File: config.mk
export PLATFORM = sky130hd
export DESIGN_NAME = rc5_key_schedule
export DESIGN_NICKNAME = d
export VERILOG_FILES = /design/src/rtl/rc5_key_schedule.sv
export SDC_FILE = /design/constraint.sdc
export NUM_CORES = 2
export LEC_CHECK = 0
export ABC_AREA = 0
export BUFFER_PORTS_ARGS = -buffer_cell sky130_fd_sc_hd__buf_2
export CORE_MARGIN = 8
export CORE_UTILIZATION = 58
export CTS_BUF_LIST = sky130_fd_sc_hd__clkbuf_8
export DETAILED_ROUTE_END_ITERATION = 10
export PLACE_DENSITY = 0.79
export SLEW_MARGIN = 5
export SYNTH_ARGS = -nofsm -noshare
export SYNTH_HDL_FRONTEND = slang
export SYNTH_SLANG_ARGS = --single-unit
export TNS_END_PERCENT = 5
File: constraint.sdc
create_clock -name clk -period 23.1 [get_ports clk]
set_clock_uncertainty 0.1 [all_clocks]
set_input_delay 1.155 -clock clk [delete_from_list [all_inputs] [get_ports clk]]
set_output_delay 1.155 -clock clk [all_outputs]
set_load 0.01 [all_outputs]
File: src/rtl/rc5_key_schedule.sv
// RC5-16 key expansion: builds S[0..t-1] from a 128-bit user key and streams the
// finished table to the cipher engine's subkey storage, holding it off via busy.
module rc5_key_schedule #(
  parameter int unsigned W          = 16,
  parameter int unsigned KEY_BYTES  = 16,
  parameter int unsigned MAX_ROUNDS = 16
) (
  input  logic                   clk,
  input  logic                   rst,
  input  logic                   start_i,
  input  logic [4:0]             num_rounds_i,
  input  logic [8*KEY_BYTES-1:0] key_i,
  output logic                   busy_o,
  output logic                   done_o,
  output logic                   sk_we_o,
  output logic [5:0]             sk_addr_o,
  output logic [W-1:0]           sk_data_o
);

  localparam int unsigned C    = KEY_BYTES / 2;
  localparam int unsigned TMax = 2 * (MAX_ROUNDS + 1);
  localparam int unsigned AW   = 6;
  localparam int unsigned NW   = $clog2(3 * TMax + 1);
  localparam int unsigned CW   = $clog2(C);
  localparam int unsigned RotW = $clog2(W);
  localparam logic [W-1:0] MagicP = 16'hB7E1;
  localparam logic [W-1:0] MagicQ = 16'h9E37;

  typedef enum logic [2:0] {StIdle, StInit, StMix, StWrite, StDone} state_e;

  state_e          state_q, state_d;
  logic [AW-1:0]   t_q, t_d;
  logic [NW-1:0]   nmix_q, nmix_d;
  logic [NW-1:0]   cnt_q, cnt_d;
  logic [AW-1:0]   k_q, k_d;
  logic [CW-1:0]   j_q, j_d;
  logic [W-1:0]    a_q, a_d;
  logic [W-1:0]    b_q, b_d;
  logic [W-1:0]    p_q, p_d;
  logic [W-1:0]    s_q [TMax];
  logic [W-1:0]    s_d [TMax];
  logic [W-1:0]    l_q [C];
  logic [W-1:0]    l_d [C];
  logic            busy_q, busy_d;
  logic            done_q, done_d;
  logic            we_q, we_d;
  logic [AW-1:0]   addr_q, addr_d;
  logic [W-1:0]    data_q, data_d;

  logic [4:0]      r_clamp;
  logic [AW-1:0]   t_new;
  logic [NW-1:0]   t_floor;
  logic [NW-1:0]   nmix_new;
  logic [W-1:0]    a_new;
  logic [W-1:0]    ab_sum;
  logic [W-1:0]    b_new;

  function automatic logic [W-1:0] rotl(input logic [W-1:0] x, input logic [RotW-1:0] n);
    logic [2*W-1:0] tmp;
    tmp = {x, x} << n;
    return tmp[2*W-1:W];
  endfunction

  assign r_clamp  = (num_rounds_i > 5'(MAX_ROUNDS)) ? 5'(MAX_ROUNDS) : num_rounds_i;
  assign t_new    = AW'({r_clamp, 1'b0}) + AW'(2);
  assign t_floor  = (t_new > AW'(8)) ? NW'(t_new) : NW'(8);
  assign nmix_new = NW'(3) * t_floor;

  // One mixing iteration; A' feeds B' combinationally in the same cycle.
  assign a_new  = rotl(s_q[k_q] + a_q + b_q, RotW'(3));
  assign ab_sum = a_new + b_q;
  assign b_new  = rotl(l_q[j_q] + ab_sum, ab_sum[RotW-1:0]);

  always_comb begin
    state_d = state_q;
    t_d     = t_q;
    nmix_d  = nmix_q;
    cnt_d   = cnt_q;
    k_d     = k_q;
    j_d     = j_q;
    a_d     = a_q;
    b_d     = b_q;
    p_d     = p_q;
    s_d     = s_q;
    l_d     = l_q;
    busy_d  = busy_q;
    done_d  = 1'b0;
    we_d    = 1'b0;
    addr_d  = '0;
    data_d  = '0;

    unique case (state_q)
      StIdle: begin
        // The done pulse cycle still counts as part of the finished run.
        if (start_i && !done_q) begin
          t_d    = t_new;
          nmix_d = nmix_new;
          k_d    = '0;
          p_d    = MagicP;
          for (int i = 0; i < C; i++) begin
            l_d[i] = key_i[W*i +: W];
          end
          busy_d  = 1'b1;
          state_d = StInit;
        end
      end
      StInit: begin
        s_d[k_q] = p_q;
        p_d      = p_q + MagicQ;
        if (k_q == t_q - AW'(1)) begin
          k_d     = '0;
          j_d     = '0;
          a_d     = '0;
          b_d     = '0;
          cnt_d   = '0;
          state_d = StMix;
        end else begin
          k_d = k_q + AW'(1);
        end
      end
      StMix: begin
        s_d[k_q] = a_new;
        l_d[j_q] = b_new;
        a_d      = a_new;
        b_d      = b_new;
        k_d      = (k_q == t_q - AW'(1)) ? '0 : k_q + AW'(1);
        j_d      = (j_q == CW'(C - 1)) ? '0 : j_q + CW'(1);
        cnt_d    = cnt_q + NW'(1);
        if (cnt_q == nmix_q - NW'(1)) begin
          k_d     = '0;
          state_d = StWrite;
        end
      end
      StWrite: begin
        we_d   = 1'b1;
        addr_d = k_q;
        data_d = s_q[k_q];
        if (k_q == t_q - AW'(1)) begin
          k_d     = '0;
          state_d = StDone;
        end else begin
          k_d = k_q + AW'(1);
        end
      end
      StDone: begin
        done_d  = 1'b1;
        busy_d  = 1'b0;
        state_d = StIdle;
      end
      default: state_d = StIdle;
    endcase
  end

  always_ff @(posedge clk or posedge rst) begin
    if (rst) begin
      state_q <= StIdle;
      t_q     <= '0;
      nmix_q  <= '0;
      cnt_q   <= '0;
      k_q     <= '0;
      j_q     <= '0;
      a_q     <= '0;
      b_q     <= '0;
      p_q     <= '0;
      s_q     <= '{default: '0};
      l_q     <= '{default: '0};
      busy_q  <= 1'b0;
      done_q  <= 1'b0;
      we_q    <= 1'b0;
      addr_q  <= '0;
      data_q  <= '0;
    end else begin
      state_q <= state_d;
      t_q     <= t_d;
      nmix_q  <= nmix_d;
      cnt_q   <= cnt_d;
      k_q     <= k_d;
      j_q     <= j_d;
      a_q     <= a_d;
      b_q     <= b_d;
      p_q     <= p_d;
      s_q     <= s_d;
      l_q     <= l_d;
      busy_q  <= busy_d;
      done_q  <= done_d;
      we_q    <= we_d;
      addr_q  <= addr_d;
      data_q  <= data_d;
    end
  end

  assign busy_o    = busy_q;
  assign done_o    = done_q;
  assign sk_we_o   = we_q;
  assign sk_addr_o = addr_q;
  assign sk_data_o = data_q;

endmodule
# Word-level counts from Yosys, hierarchy flattened
# Cells that the tools add are included.
totals:
  ff_bits: 777
  inputBits: 136
  output_inout_bits: 25
  elab_cells: 149
classes:
  add_sub_neg: 11
  n_mul: 1
  order_cmp: 6
  eq_ne: 11
  n_shift: 1
  n_mux: 43
  bitwise: 2
  n_reduce_logical: 18
op_table:
  columns: ["cell", "count"]
  rows:
  - ["bitwise mux 544 bit", 2]
  - ["one-hot mux 544 bit (2 select lines)", 1]
  - ["one-hot mux 128 bit (2 select lines)", 1]
  - ["2-to-1 mux 16 bit", 9]
  - ["bitwise mux 128 bit", 1]
  - ["2-to-1 mux 128 bit", 1]
  - ["binary-select mux 16 bit (select 6 bit)", 1]
  - ["demux 16 bit (select 6 bit)", 1]
  - ["one-hot mux 16 bit (2 select lines)", 3]
  - ["adder 16 bit", 4]
  - ["binary-select mux 16 bit (select 3 bit)", 1]
  - ["demux 16 bit (select 3 bit)", 1]
  - ["left shift 32 x 4 -> 32 bit", 1]
  - ["2-to-1 mux 6 bit", 5]
  - ["2-to-1 mux 3 bit", 6]
  - ["one-hot mux 6 bit (3 select lines)", 1]
  - ["adder 16 bit, second input constant", 1]
  - ["one-hot mux 7 bit (2 select lines)", 1]
  - ["one-hot mux 3 bit (4 select lines)", 1]
  - ["AND reduction 2 bit", 6]
  - ["!= test 2 bit, second input constant", 4]
  - ["nonzero test 2 bit", 4]
  - ["adder 7 x 1 -> 7 bit, second input constant", 1]
  - ["== test 7 bit", 1]
  - ["29 further kinds", 35]

# Longest topological paths before layout
logic_depth:
  ltp_word: 11
  ltp_mapped: 47
  ltp_nobuf: 40

# Worst setup path after synthesis
# Ideal clock, no wire load.
synth_path:
  path_kind: "register to register"
  from: "register k_q[2]"
  to: "register l_q[111] in the netlist's numbering"
  setup_time_ns: 0.132
  arrival_ns: 9.397
  t_required_ns: 22.868
  slack_ns: 13.471
  stages_incl_launch_ff: 41
  path_buffers: 8
  synth_period_minus_slack_ns: 9.629
  cell_sequence: "dfrtp_1 buf_2 buf_2 buf_2 nor3_1 clkbuf_1 clkbuf_1 buf_1 a22oi_1 nand4_1 nand2_1 o21ai_0 a222oi_1 fa_1 inv_1 ha_1 fa_1 a21o_1 [5 not listed] xor2_1 ha_1 fa_1 xnor2_1 inv_1 buf_1 clkbuf_1 ha_1 a21oi_1 o211ai_1 nand3_1 a211o_1 nand3_1 a2111oi_0 nor4_2 a41oi_2 o21ai_2 o21ai_1"
synth_between:
  elab_chain_len: 11
synth_rtl:
  columns: ["item", "line_no", "source"]
  rows:
  - ["start: declaration", "35", "logic [AW-1:0] k_q, k_d;"]
  - ["start signal: assignment", "177", "k_q <= k_d;"]
  - ["inverter 6 -> 7 bit (not written as such) (*)", "70", "assign a_new = rotl(s_q[k_q] + a_q + b_q, RotW'(3));"]
  - ["binary-select mux 16 bit (select 6 bit) (*)", "70", null]
  - ["2-to-1 mux 16 bit (not written as such) (*) (2 in series)", "70", null]
  - ["adder 16 bit (*) (2 in series)", "70", null]
  - ["adder 16 bit (*)", "71", "assign ab_sum = a_new + b_q;"]
  - ["adder 16 bit", "72", "assign b_new = rotl(l_q[j_q] + ab_sum, ab_sum[RotW-1:0]);"]
  - ["left shift 32 x 4 -> 32 bit (*)", "60", "tmp = {x, x} << n;"]
  - ["bitwise mux 128 bit (*)", "123", "l_d[j_q] = b_new;"]
  - ["one-hot mux 128 bit (2 select lines) (*)", "92", "unique case (state_q)"]
  - ["end signal: assignment", "183", "l_q <= l_d;"]
  - ["end: declaration", "42", "logic [W-1:0] l_q [C];"]
# Mark *: on every way between the ends. The rest lies on a longest branch, timed or not. The select of a mux whose other input is x is not followed.
# A chain may end at the register's enable or synchronous reset.

# Worst setup path in the final report
layout_path:
  from: "register k_q[0]"
  to: "register l_q[65] in the netlist's numbering"
# The elaborated chain is that of the path after synthesis.

==> impl_metrics.csv <==
group,metric,value,unit
run_status,status,"complete, no violations",
clock_network,cts_setup_buffers,0,
logic_synthesis,synth.avg_cell_area,9.61,um2
critical_path,path_class,"flop to flop",
clock_network,clkLatencyLatePin,0.80,ns
clock_network,numCtsBuffers,130,
critical_path,crit_slowest_cell,"a31oi_1",
die,num_rows,93,
logic_synthesis,async_flop_share,1.00,
global_routing,grt_usage,0.318,
hold_path,holdPathStages,2,
critical_path,cp.arrival,12.65,ns
job,max_cap_violations,0,
clock_network,cts_tree,"yes",
cells_and_area,regArea,19400,um2
clock_network,cts.hold.buffers_added,0,
die,ioPinCount,161,
global_routing,overflow,0,
route,dr.first_iter.drc_count,4153,
logic_synthesis,synthCells,3878,
logic_synthesis,synth_edf_count,0,
route,dr.pass1.iters,7,
logic_synthesis,synth_common_cells,"dfrtp_1 (775), nand2_1 (702), o21ai_0 (687), a22oi_1 (341), clkbuf_1 (274)",
clock_network,cts_root_buffer,"clkbuf_8",
critical_path,cp.required,23.62,ns
clock_network,cts.sinks,775,
sta,setup_viol,0,
logic_synthesis,syn-num-nets,4090,
placement,port_buffers,160,
logic_synthesis,synth_top_area_frac,0.520,
logic_synthesis,synth_area_leader_cell,"dfrtp_1",
sta,worst_slew_pin_slew,1.22,ns
sta,rsz0062_at_grt,"false",
critical_path,cp_max_fo,46,
global_routing,grt_pass1_vias,31300,
sta,hold_violations,0,
route,postRouteAntennaNets,0,
cells_and_area,nets,4129,
clock_network,path_clk_slew,0.06,ns
clock_network,ctsResizeCount,0,
critical_path,cp.depth,41,
cells_and_area,multi_input_area,16700,um2
global_routing,grt_pass1_wl,183000,um
sta,fmax,82.4,MHz
die,fp.coreArea,64000,um2
logic_synthesis,yosys_register_bits,775,
critical_path,cpLargestDelayFamily,"compound AO/OA/AOI/OAI gates",
route,vias_per_cell,6.63,
clock_network,cts_buffer_depth,3,
global_routing,grt_max_degree,163,
logic_synthesis,synth_cell_type_count,75,
logic_synthesis,yosysWarningCount,0,
sta,post-route-period-util,0.525,
die,die_x,269,um
route,routed_wl,118000,um
sta,layout_min_cycle_time,12.13,ns
logic_synthesis,netlist_area,37300,um2
sta,slew_headroom,0.185,
die,start_util,0.582,
clock_network,h-tree-depth,4,
sta,drv_slew,0,
logic_synthesis,synthFlopType,"dfrtp_1",
cells_and_area,drive_gt1_frac,0.131,
logic_synthesis,seq_area_frac_synth,0.520,
die,die_h,269,um
critical_path,ff2ff_path_depth,41,
cells_and_area,nFillCells,5138,
route,drcViolationCount,0,
die,fp.dieArea,72600,um2
critical_path,critical_path.max_stage_delay,0.76,ns
placement,gp_congestion,0.962,
critical_path,crit_top_cell,"a21oi_1",
logic_synthesis,synth_most_common_cell,"dfrtp_1",
critical_path,cp_num_buf_inv,4,
logic_synthesis,synth_area_leaders,"dfrtp_1 (52%), o21ai_0 (9.2%), nand2_1 (7.1%)",
critical_path,start_kind,"flop",
critical_path,cp-end-kind,"flop",
global_routing,antenna_found_initial,5,
hold_path,hp-class,"flop to flop",
sta,fin_setup_tns,0,ns
route,vias,32200,
cells_and_area,synthToLayoutAreaGrowth,10.7,%
route,routedWlPerCell,24.3,um
placement,hpwl,75300,um
worst paths after layout:
path / slack, ns / endpoint / start
setup / recovery: 10.97 / l_q[65] / k_q[0]
setup reg to reg: 10.97 / l_q[65] / k_q[0]
hold / removal: 0.38 / s_q[425] / s_q[425]
min in group asynchronous: 0.45 / s_q[253] / rst
max in group asynchronous: 19.08 / j_q[1] / rst
hold reg to reg: 0.38 / s_q[425] / s_q[425]
flip-flops by register name, summed over array words and instances, names as in the netlist, 7 cells and up:
register,flops
sk_data_o,16
s_q,544
b_q,16
a_q,16
l_q,128
cnt_q,7
p_q,16
kinds of logic (layout without fill, tap and decap cells):
family	after synthesis	in the layout	share of synthesized area
buffers and inverters	357	488	0.0367
AOI/OAI and AO/OA	1474	1474	0.246
and+or+nand+nor	1041	1041	0.117
xor gates and xnor gates	67	67	0.0159
other	0	1	0
muxes	88	88	0.0339
DFF	775	775	0.520
adders and majority gates	76	76	0.0293
layout make-up:
class | instances | share of cell area
Sequential cell | 775 | 0.470
Multi-Input combinational cell | 2746 | 0.404
Clock buffer | 160 | 0.0534
Timing Repair Buffer | 223 | 0.0312
Tap cell | 855 | 0.0259
Clock inverter | 64 | 0.0113
Inverter | 41 | 0.00391
Antenna cell | 1 | 0.0000606
cells in the final DEF (no fill, tap or decap), types with 39 or more instances in the layout:
| master | instances |
|---|---|
| buf_2 | 160 |
| a22oi_1 | 341 |
| nand4_1 | 47 |
| a22o_1 | 43 |
| dfrtp_1 | 773 |
| clkbuf_8 | 160 |
| nor2_1 | 115 |
| inv_1 | 75 |
| a21oi_1 | 92 |
| nand2_1 | 701 |
| buf_4 | 62 |
| ha_1 | 57 |
| o21ai_0 | 687 |
| mux2i_1 | 39 |
| o21ai_1 | 55 |
metrics by stage:
stage / std cells / hold slack (ns) / instance area [um2] / setup slack [ns] / utilization
after floorplan: 3878 / 0.343 / 37300 / 0.0884 / -
after global placement: 4640 / 0.360 / 38600 / 11.53 / 0.603
after detailed placement: 4640 / 0.369 / 38600 / 11.28 / 0.603
after CTS: 4864 / 0.382 / 41300 / 11.11 / 0.645
after global routing: 4865 / 0.394 / 41300 / 10.28 / 0.645
final: 4865 / 0.380 / 41300 / 10.97 / 0.645
layer usage:
layer / part of all wire / vias up / global-route usage
li1: - / 14100 / -
met1: 0.40 / 15700 / 0.439
met2: 0.44 / 2002 / 0.467
met3: 0.11 / 382 / 0.0868
met4: 0.047 / 4 / 0.148
met5: 0.00020 / - / 0
tightest hold or removal path, delay by kind of cell, from the launching register on:
kind	cells	cell delay [ns]
compound gates	1	0.06
flops	1	0.34
simple gates	1	0.05
Power is left out: the tool's default activity adds up to more than one toggle a clock period on the data nets, which glitch-free logic cannot reach.
